`src/rtl/tdt_dtm_io_ctrl_if.sv`:
```
// Purpose : bundles the pad-side and controller/chain-side signals of the DTM pad interface.
// Latency : none; plain wires.
// Backpressure: none; the turnaround handshake is carried by tms_busy/tms_valid.
// Ports   : slave  = the pad interface block (pad/ctrl/chain inputs in, pad/ctrl/chain outputs out)
//           master = whatever drives the pads and the controller side (pads, ctrl, chains).
interface tdt_dtm_io_ctrl_if #(
  parameter int NUM_CH = 2,
  parameter int CH_W   = 1
);
  // pad side
  logic              pad_dtm_jtag2_sel;
  logic              pad_dtm_tap_en;
  logic              pad_dtm_tdi;
  logic              pad_dtm_tms_i;
  logic              dtm_pad_tdo;
  logic              dtm_pad_tdo_en;
  logic              dtm_pad_tms_o;
  logic              dtm_pad_tms_oe;
  // chain / controller side
  logic [NUM_CH-1:0] chain_io_tdo;
  logic [CH_W-1:0]   ctrl_io_chain_sel;
  logic              ctrl_io_tdo_en;
  logic              ctrl_io_tms_oe;
  logic              io_chain_tdi;
  logic              io_ctrl_tap_en;
  logic              io_ctrl_tms_busy;
  logic              io_ctrl_tms_valid;

  modport slave (
    input  pad_dtm_jtag2_sel, pad_dtm_tap_en, pad_dtm_tdi, pad_dtm_tms_i,
    input  chain_io_tdo, ctrl_io_chain_sel, ctrl_io_tdo_en, ctrl_io_tms_oe,
    output dtm_pad_tdo, dtm_pad_tdo_en, dtm_pad_tms_o, dtm_pad_tms_oe,
    output io_chain_tdi, io_ctrl_tap_en, io_ctrl_tms_busy, io_ctrl_tms_valid
  );

  modport master (
    output pad_dtm_jtag2_sel, pad_dtm_tap_en, pad_dtm_tdi, pad_dtm_tms_i,
    output chain_io_tdo, ctrl_io_chain_sel, ctrl_io_tdo_en, ctrl_io_tms_oe,
    input  dtm_pad_tdo, dtm_pad_tdo_en, dtm_pad_tms_o, dtm_pad_tms_oe,
    input  io_chain_tdi, io_ctrl_tap_en, io_ctrl_tms_busy, io_ctrl_tms_valid
  );
endinterface

```
`src/rtl/tdt_dtm_io_ctrl.sv`:
```
// Purpose : DTM pad interface: TDO chain mux, registered TDO, 2-wire TMS pin-direction FSM.
// Latency : TDO / TDO enable / TMS out 1 tclk; tap_en and chain TDI are combinational.
// Backpressure: none; chains must only consume TDI while tms_valid=1 in 2-wire mode.
// Ports   : pad_dtm_tclk (clock), pad_dtm_trst_b (async active-low reset),
//           io (slave modport): pad TDI/TMS/TDO/mode pins, chain TDO/TDI, controller requests/status.
module tdt_dtm_io_ctrl #(
  parameter int NUM_CH   = 2,
  parameter int CH_W     = (NUM_CH > 1) ? $clog2(NUM_CH) : 1,
  parameter int TURN_CYC = 1
) (
  input  logic               pad_dtm_tclk,
  input  logic               pad_dtm_trst_b,
  tdt_dtm_io_ctrl_if.slave   io
);

  typedef enum logic [1:0] {
    S_IN       = 2'd0,
    S_TURN_OUT = 2'd1,
    S_OUT      = 2'd2,
    S_TURN_IN  = 2'd3
  } state_t;

  // Counter reload: TURN_CYC-1, kept at 0 when turnarounds are disabled.
  localparam logic [2:0] CNT_LOAD = (TURN_CYC == 0) ? 3'd0 : 3'(TURN_CYC - 1);

  state_t     state, state_nxt;
  logic [2:0] cnt, cnt_nxt;
  logic       sel_tdo;
  logic       two_wire;
  logic       req;

  assign io.io_ctrl_tap_en = io.pad_dtm_tap_en;
  assign io.io_chain_tdi   = io.pad_dtm_jtag2_sel ? io.pad_dtm_tms_i : io.pad_dtm_tdi;

  assign two_wire = io.pad_dtm_jtag2_sel & io.pad_dtm_tap_en;
  assign req      = io.ctrl_io_tms_oe;

  // Out-of-range chain index reads as idle-high TDO.
  always_comb begin
    sel_tdo = 1'b1;
    for (int i = 0; i < NUM_CH; i++) begin
      if (io.ctrl_io_chain_sel == CH_W'(i)) sel_tdo = io.chain_io_tdo[i];
    end
  end

  always_comb begin
    state_nxt = state;
    cnt_nxt   = cnt;
    if (!two_wire) begin
      // Leaving 2-wire mode or disabling the TAP abandons any turnaround.
      state_nxt = S_IN;
      cnt_nxt   = 3'd0;
    end else begin
      case (state)
        S_IN: begin
          if (req) begin
            state_nxt = (TURN_CYC == 0) ? S_OUT : S_TURN_OUT;
            cnt_nxt   = CNT_LOAD;
          end
        end
        S_TURN_OUT: begin
          if (!req)              state_nxt = S_IN;
          else if (cnt == 3'd0)  state_nxt = S_OUT;
          else                   cnt_nxt   = cnt - 3'd1;
        end
        S_OUT: begin
          if (!req) begin
            state_nxt = (TURN_CYC == 0) ? S_IN : S_TURN_IN;
            cnt_nxt   = CNT_LOAD;
          end
        end
        S_TURN_IN: begin
          // The host may already be driving; never cut this turnaround short.
          if (cnt == 3'd0) begin
            if (req) begin
              state_nxt = S_TURN_OUT;
              cnt_nxt   = CNT_LOAD;
            end else begin
              state_nxt = S_IN;
            end
          end else begin
            cnt_nxt = cnt - 3'd1;
          end
        end
        default: begin
          state_nxt = S_IN;
          cnt_nxt   = 3'd0;
        end
      endcase
    end
  end

  // State, counter and all pad/status outputs are flops; status flags are the
  // decode of the next state so they line up exactly with the registered state.
  always_ff @(posedge pad_dtm_tclk or negedge pad_dtm_trst_b) begin
    if (!pad_dtm_trst_b) begin
      state                <= S_IN;
      cnt                  <= 3'd0;
      io.dtm_pad_tdo       <= 1'b0;
      io.dtm_pad_tdo_en    <= 1'b0;
      io.dtm_pad_tms_o     <= 1'b0;
      io.dtm_pad_tms_oe    <= 1'b0;
      io.io_ctrl_tms_busy  <= 1'b0;
      io.io_ctrl_tms_valid <= 1'b1;
    end else begin
      state                <= state_nxt;
      cnt                  <= cnt_nxt;
      io.dtm_pad_tdo       <= sel_tdo;
      io.dtm_pad_tdo_en    <= io.ctrl_io_tdo_en & io.pad_dtm_tap_en & ~io.pad_dtm_jtag2_sel;
      // TMS data only tracks the chain while the pin is ours; otherwise it holds.
      if (state == S_OUT) io.dtm_pad_tms_o <= sel_tdo;
      io.dtm_pad_tms_oe    <= (state_nxt == S_OUT);
      io.io_ctrl_tms_busy  <= (state_nxt == S_TURN_OUT) || (state_nxt == S_TURN_IN);
      io.io_ctrl_tms_valid <= (state_nxt == S_IN);
    end
  end

endmodule

```
`src/flat_wrapper.sv`:
```
// flat-port wrapper written by rule: the top's interface ports become plain ports
module tdt_dtm_io_ctrl_flat 
#(
  parameter int NUM_CH   = 2,
  parameter int CH_W     = (NUM_CH > 1) ? $clog2(NUM_CH) : 1,
  parameter int TURN_CYC = 1
)
  (pad_dtm_tclk, pad_dtm_trst_b, io_pad_dtm_jtag2_sel, io_pad_dtm_tap_en, io_pad_dtm_tdi, io_pad_dtm_tms_i, io_chain_io_tdo, io_ctrl_io_chain_sel, io_ctrl_io_tdo_en, io_ctrl_io_tms_oe, io_dtm_pad_tdo, io_dtm_pad_tdo_en, io_dtm_pad_tms_o, io_dtm_pad_tms_oe, io_io_chain_tdi, io_io_ctrl_tap_en, io_io_ctrl_tms_busy, io_io_ctrl_tms_valid);
  tdt_dtm_io_ctrl_if #(.NUM_CH(NUM_CH), .CH_W(CH_W)) io_i ();
  input  logic pad_dtm_tclk;
  input  logic pad_dtm_trst_b;
  input wire logic [$bits(io_i.pad_dtm_jtag2_sel)-1:0] io_pad_dtm_jtag2_sel;
  input wire logic [$bits(io_i.pad_dtm_tap_en)-1:0] io_pad_dtm_tap_en;
  input wire logic [$bits(io_i.pad_dtm_tdi)-1:0] io_pad_dtm_tdi;
  input wire logic [$bits(io_i.pad_dtm_tms_i)-1:0] io_pad_dtm_tms_i;
  input wire logic [$bits(io_i.chain_io_tdo)-1:0] io_chain_io_tdo;
  input wire logic [$bits(io_i.ctrl_io_chain_sel)-1:0] io_ctrl_io_chain_sel;
  input wire logic [$bits(io_i.ctrl_io_tdo_en)-1:0] io_ctrl_io_tdo_en;
  input wire logic [$bits(io_i.ctrl_io_tms_oe)-1:0] io_ctrl_io_tms_oe;
  output wire logic [$bits(io_i.dtm_pad_tdo)-1:0] io_dtm_pad_tdo;
  output wire logic [$bits(io_i.dtm_pad_tdo_en)-1:0] io_dtm_pad_tdo_en;
  output wire logic [$bits(io_i.dtm_pad_tms_o)-1:0] io_dtm_pad_tms_o;
  output wire logic [$bits(io_i.dtm_pad_tms_oe)-1:0] io_dtm_pad_tms_oe;
  output wire logic [$bits(io_i.io_chain_tdi)-1:0] io_io_chain_tdi;
  output wire logic [$bits(io_i.io_ctrl_tap_en)-1:0] io_io_ctrl_tap_en;
  output wire logic [$bits(io_i.io_ctrl_tms_busy)-1:0] io_io_ctrl_tms_busy;
  output wire logic [$bits(io_i.io_ctrl_tms_valid)-1:0] io_io_ctrl_tms_valid;
  assign io_i.pad_dtm_jtag2_sel = io_pad_dtm_jtag2_sel;
  assign io_i.pad_dtm_tap_en = io_pad_dtm_tap_en;
  assign io_i.pad_dtm_tdi = io_pad_dtm_tdi;
  assign io_i.pad_dtm_tms_i = io_pad_dtm_tms_i;
  assign io_i.chain_io_tdo = io_chain_io_tdo;
  assign io_i.ctrl_io_chain_sel = io_ctrl_io_chain_sel;
  assign io_i.ctrl_io_tdo_en = io_ctrl_io_tdo_en;
  assign io_i.ctrl_io_tms_oe = io_ctrl_io_tms_oe;
  assign io_dtm_pad_tdo = io_i.dtm_pad_tdo;
  assign io_dtm_pad_tdo_en = io_i.dtm_pad_tdo_en;
  assign io_dtm_pad_tms_o = io_i.dtm_pad_tms_o;
  assign io_dtm_pad_tms_oe = io_i.dtm_pad_tms_oe;
  assign io_io_chain_tdi = io_i.io_chain_tdi;
  assign io_io_ctrl_tap_en = io_i.io_ctrl_tap_en;
  assign io_io_ctrl_tms_busy = io_i.io_ctrl_tms_busy;
  assign io_io_ctrl_tms_valid = io_i.io_ctrl_tms_valid;
  tdt_dtm_io_ctrl #(.NUM_CH(NUM_CH), .CH_W(CH_W), .TURN_CYC(TURN_CYC)) u_core (.pad_dtm_tclk(pad_dtm_tclk), .pad_dtm_trst_b(pad_dtm_trst_b), .io(io_i));
endmodule
```
`config.mk`:
```
export PLATFORM = sky130hd
export DESIGN_NAME = tdt_dtm_io_ctrl_flat
export DESIGN_NICKNAME = d
export VERILOG_FILES = /design/src/rtl/tdt_dtm_io_ctrl_if.sv /design/src/rtl/tdt_dtm_io_ctrl.sv /design/src/flat_wrapper.sv
export SDC_FILE = /design/constraint.sdc
export NUM_CORES = 1
export LEC_CHECK = 0
export ABC_AREA = 1
export CORE_MARGIN = 5
export CORE_UTILIZATION = 40
export CTS_BUF_LIST = sky130_fd_sc_hd__clkbuf_8
export DETAILED_ROUTE_END_ITERATION = 6
export HOLD_SLACK_MARGIN = 0.15
export PLACE_DENSITY = 0.7
export SLEW_MARGIN = 20
export SYNTH_ARGS = -nofsm -noshare
export SYNTH_HDL_FRONTEND = slang
export SYNTH_SLANG_ARGS = --single-unit
```
`constraint.sdc`:
```
create_clock -name pad_dtm_tclk -period 1.73 [get_ports pad_dtm_tclk]
set_input_delay 0.173 -clock pad_dtm_tclk [delete_from_list [all_inputs] [get_ports pad_dtm_tclk]]
set_output_delay 0.173 -clock pad_dtm_tclk [all_outputs]
set_load 0.02 [all_outputs]
```
Word-level counts from Yosys, hierarchy flattened
Index checks and enable logic that the tools add are counted.

storage, ports and cells
  output and inout port bits = 8
  memory bits (read-only) = 0
  register bits = 11
  bits in latches = 0
  RAM bits = 0
  memories = 0

cells by class
  bitwise logic cells = 4
  add/subtract/negate cells = 1
  $mul = 0
  multiplexer cells = 17
  div/mod/pow operators = 0
  eq/ne operators = 9
  order comparisons = 0
  shifts and indexed selects = 0
  reduce and logical (&&, ||, !) cells = 5

operator list
  kind                                                                number
  3-bit 2-to-1 mux                                                    6
  2-bit 2-to-1 mux                                                    6
  3-bit case mux with 4 select lines                                  1
  3-bit inequality test, second input constant                        3
  2-bit == test, second input constant                                4
  2-bit case mux with 4 select lines                                  1
  2-bit by 1-bit == test with 1-bit output, second input constant     2
  2-bit logical NOT                                                   2
  1-bit AND                                                           3
  3-bit logical NOT                                                   1
  1-bit 2-to-1 mux                                                    3
  3-bit AND reduction                                                 1
  3-bit by 1-bit subtractor with 3-bit output, second input constant  1
  1-bit logical OR                                                    1
  1-bit inverter                                                      1

Logic depth before layout (Yosys ltp)
  depth after elaboration = 7
  gate-level depth with buffers = 9

Worst setup path after synthesis
No wires, ideal clock.

  path type = register to register
  from = register u_core.cnt[0]
  to = register u_core.cnt[1]
  data arrival time = 1161 ps
  setup time = 73 ps
  cell stages (with the launch flop) = 9
  required time = 1657 ps
  setup slack = 496 ps
  cells stage by stage = dfrtp_1 inv_1 ha_1 inv_1 nor2_4 nand3_1 nand2_2 nand2_2 a21oi_2

between the ends
  cells in the longest elaborated chain, start to end = 5
  elaborated cells on any way between the ends = 9

ends and longest elaborated chain
  what                                         line                                          RTL
  start, declared                              tdt_dtm_io_ctrl.sv:27                         logic [2:0] cnt, cnt_nxt;
  start signal, assigned                       tdt_dtm_io_ctrl.sv:107                        cnt <= cnt_nxt;
  3-bit by 1-bit subtractor with 3-bit output  tdt_dtm_io_ctrl.sv:64, tdt_dtm_io_ctrl.sv:82
  3-bit 2-to-1 mux                             tdt_dtm_io_ctrl.sv:63                         else if (cnt == 3'd0) state_nxt = S_OUT;
  3-bit 2-to-1 mux                             tdt_dtm_io_ctrl.sv:62                         if (!req) state_nxt = S_IN;
  3-bit case mux with 4 select lines           tdt_dtm_io_ctrl.sv:54                         case (state)
  3-bit 2-to-1 mux                             tdt_dtm_io_ctrl.sv:49                         if (!two_wire) begin

Several ways; a longest one is shown, not always the timed one. The select of a mux whose other input is x is not followed.
A chain may end at the register's enable or synchronous reset.

==> metrics <==
GR Util met1 0.129; largest net degree at the start of global routing 11; worst reg2reg setup slack 390 ps; Worst Path Max Fanout 8; Synth cell types 23; DRT iter0 DRCs 4; H-tree depth 1; final design utilization 0.579; data required time of the critical path 1560 ps; Post-Synthesis Cells 71; Tmin final 1540 ps; cell area power density 785 mW/mm2; Routed Antenna Nets 0; Critical Path Start Type flip-flop; # rows 14; I/O pin cnt 19; Cell Area, Synth 616 um2; Layout fillers 134; Max IR drop VDD 0.544 mV; Syn Nets 84; Final Max Tran Viols 0; Post-CTS Setup Bufs 0; Layout Cells excl Fill 108; clk_lat worst skew 240 ps; Setup CP Type flip-flop to primary output; port bufs 18; vias in the first global route 485; met3 global-route usage 0.0520; Global Route Usage Sum 0.110; routed vias 497; die height 49.2 um; # setup viols final 0; DR vias/cell 4.60; share of layout cells above drive strength 1 0.315; worst slew pin tran 460 ps; CTS buffer count 3; #FFs+latches synth 10; drt first pass iters 2; GPL Wtd Cong 0.791; Sink Count 10; Pleak 0.409 nW; clk buf depth 2; drt total wl 1130 um; HP Class input port to asynchronous set/reset pin; Horiz. Die Dim 49.2 um; Die ar. 0.00242 mm2; CTS tree yes; CP arrival 1370 ps; Syn Area/Cell 8.67 um2; final hold slack 257 ps; multi-input logic area 300 um2; Worst slew margin 0.692; Placed Cells 104; fmax 650 MHz; GRT overflow 0; root buffer cell clkbuf_8; Setup TNS Final 0 ps; total core area 0.00149 mm2; slowest CP cell clkdlybuf4s50_1; Top Usage Layer GRT met2; worst clock skew 0.607 ps; FF-to-FF path depth 8; worst-path cell chain clkdlybuf4s50_1; Syn. warnings 0; commonest non-fill, non-tap cell in the layout clkdlybuf4s50_1; Worst-path clk slew 50 ps; number of antenna repair diodes 0; status complete, no violations; CP Capture Type primary output; max_cap viols 0; final instance area 862 um2; crit-path leading delay family buffers and inverters; Hold Fails Final Rpt 0; Avg WL per Cell 10.5 um; Area growth syn-to-layout 40.0%; Reg area 251 um2; initial core utilization 0.413; period utilization 0.890; Crit path depth 1; nets@finish 106; RSZ-0062 raised after global routing false; DPL Wire Length 936 um; post-synthesis sequential area ratio 0.409; Buf+Inv Stages, Crit Path 1; most frequent cells in the layout clkdlybuf4s50_1, nand2_1, inv_1, dfrtp_1, nand2_2; crit-path max cell delay 650 ps; first-pass GRT wire length 1950 um; # DRC 0; met2 GRT Util 0.146; initial antenna violation count 0; area post-placement 805 um2
## worst register-to-register path, stage by stage (launching register included)
cell,delay [ps]
dfrtp_1,370
inv_1,120
ha_1,180
inv_1,70
nor2_4,110
nand3_1,120
nand2_2,140
nand2_2,60
a21oi_2,120
## flip-flops by register name (all words and copies together), names as in the netlist
signal and flops:
u_core.cnt 3, u_core.state 2, u_core.io.dtm_pad_tdo 1, u_core.io.dtm_pad_tdo_en 1, u_core.io.dtm_pad_tms_o 1, u_core.io.dtm_pad_tms_oe 1, u_core.io.io_ctrl_tms_valid 1
## metrics by stage
stage | setup WS (ps) | total power [mW]
after global routing | 146 | 0.714
after CTS | 26.6 | 0.687
after detailed placement | 29.1 | 0.388
final | 191 | 0.677
after floorplan | 496 | 0.322
after global placement | 39.9 | 0.387
## what timing repair did
item                                    in CTS  in global routing
resized for setup                            0                  1
hold buffers                                 0                  0
endpoints found under the setup margin       0                  1
## cell type report
type,count,share of cell area
clock buffer,4,0.0639
multi-input combinational,47,0.348
inverter,12,0.0522
tap,16,0.0232
timing repair buffer,19,0.221
sequential,10,0.292
## cells in the mapped netlist
cell type	instances	area (um2)
dfrtp_1	9	225
o21ai_1	1	5.00
nand3_2	2	20.0
dfstp_2	1	26.3
nor2_2	4	25.0
o21ai_2	2	17.5
o21bai_1	1	7.51
inv_2	3	11.3
nor2_4	1	11.3
buf_6	1	11.3
ha_1	2	25.0
xnor2_1	1	8.76
nand2_2	8	50.1
mux2_2	1	11.3
nand2_1	10	37.5
a21oi_2	2	17.5
o21ai_0	2	10.0
inv_1	9	33.8
nor2_1	5	18.8
nand3_1	3	15.0
mux2_1	1	11.3
buf_4	1	7.51
o2111ai_1	1	8.76
## final timing paths
| kind | from | endpoint |
|---|---|---|
| worst max register to register | u_core.cnt[0]$_DFFE_PN0P_ | u_core.cnt[1]$_DFFE_PN0P_ |
| min in group pad_dtm_tclk | io_ctrl_io_tdo_en | u_core.io.dtm_pad_tdo_en$_DFF_PN0_ |
| worst min-delay path | pad_dtm_trst_b | u_core.state[0]$_DFF_PN0_ |
| worst max-delay path | u_core.state[0]$_DFF_PN0_ | io_io_ctrl_tms_busy |
| worst min register to register | u_core.io.dtm_pad_tms_o$_DFFE_PN0N_ | u_core.io.dtm_pad_tms_o$_DFFE_PN0N_ |
| max in group asynchronous | pad_dtm_trst_b | u_core.io.io_ctrl_tms_valid$_DFF_PN1_ |
## power by group
group	total [mW]	switching [mW]	internal (mW)
sequential	0.256	0.00847	0.248
combinational	0.126	0.0617	0.0641
clock	0.295	0.0945	0.200
## routing by layer
| layer | part of all wire | vias up |
|---|---|---|
| li1 | - | 262 |
| met1 | 0.43 | 218 |
| met2 | 0.44 | 13 |
| met3 | 0.095 | 4 |
| met4 | 0.028 | 0 |
| met5 | 0 | - |
## logic make-up after synthesis
group / synth area share
compound gates: 0.108
simple gates: 0.289
flops: 0.409
mux: 0.0366
fa+ha+maj: 0.0406
xor+xnor: 0.0142
buf+inv: 0.104
No activity file was read; power rests on OpenSTA's default activity.
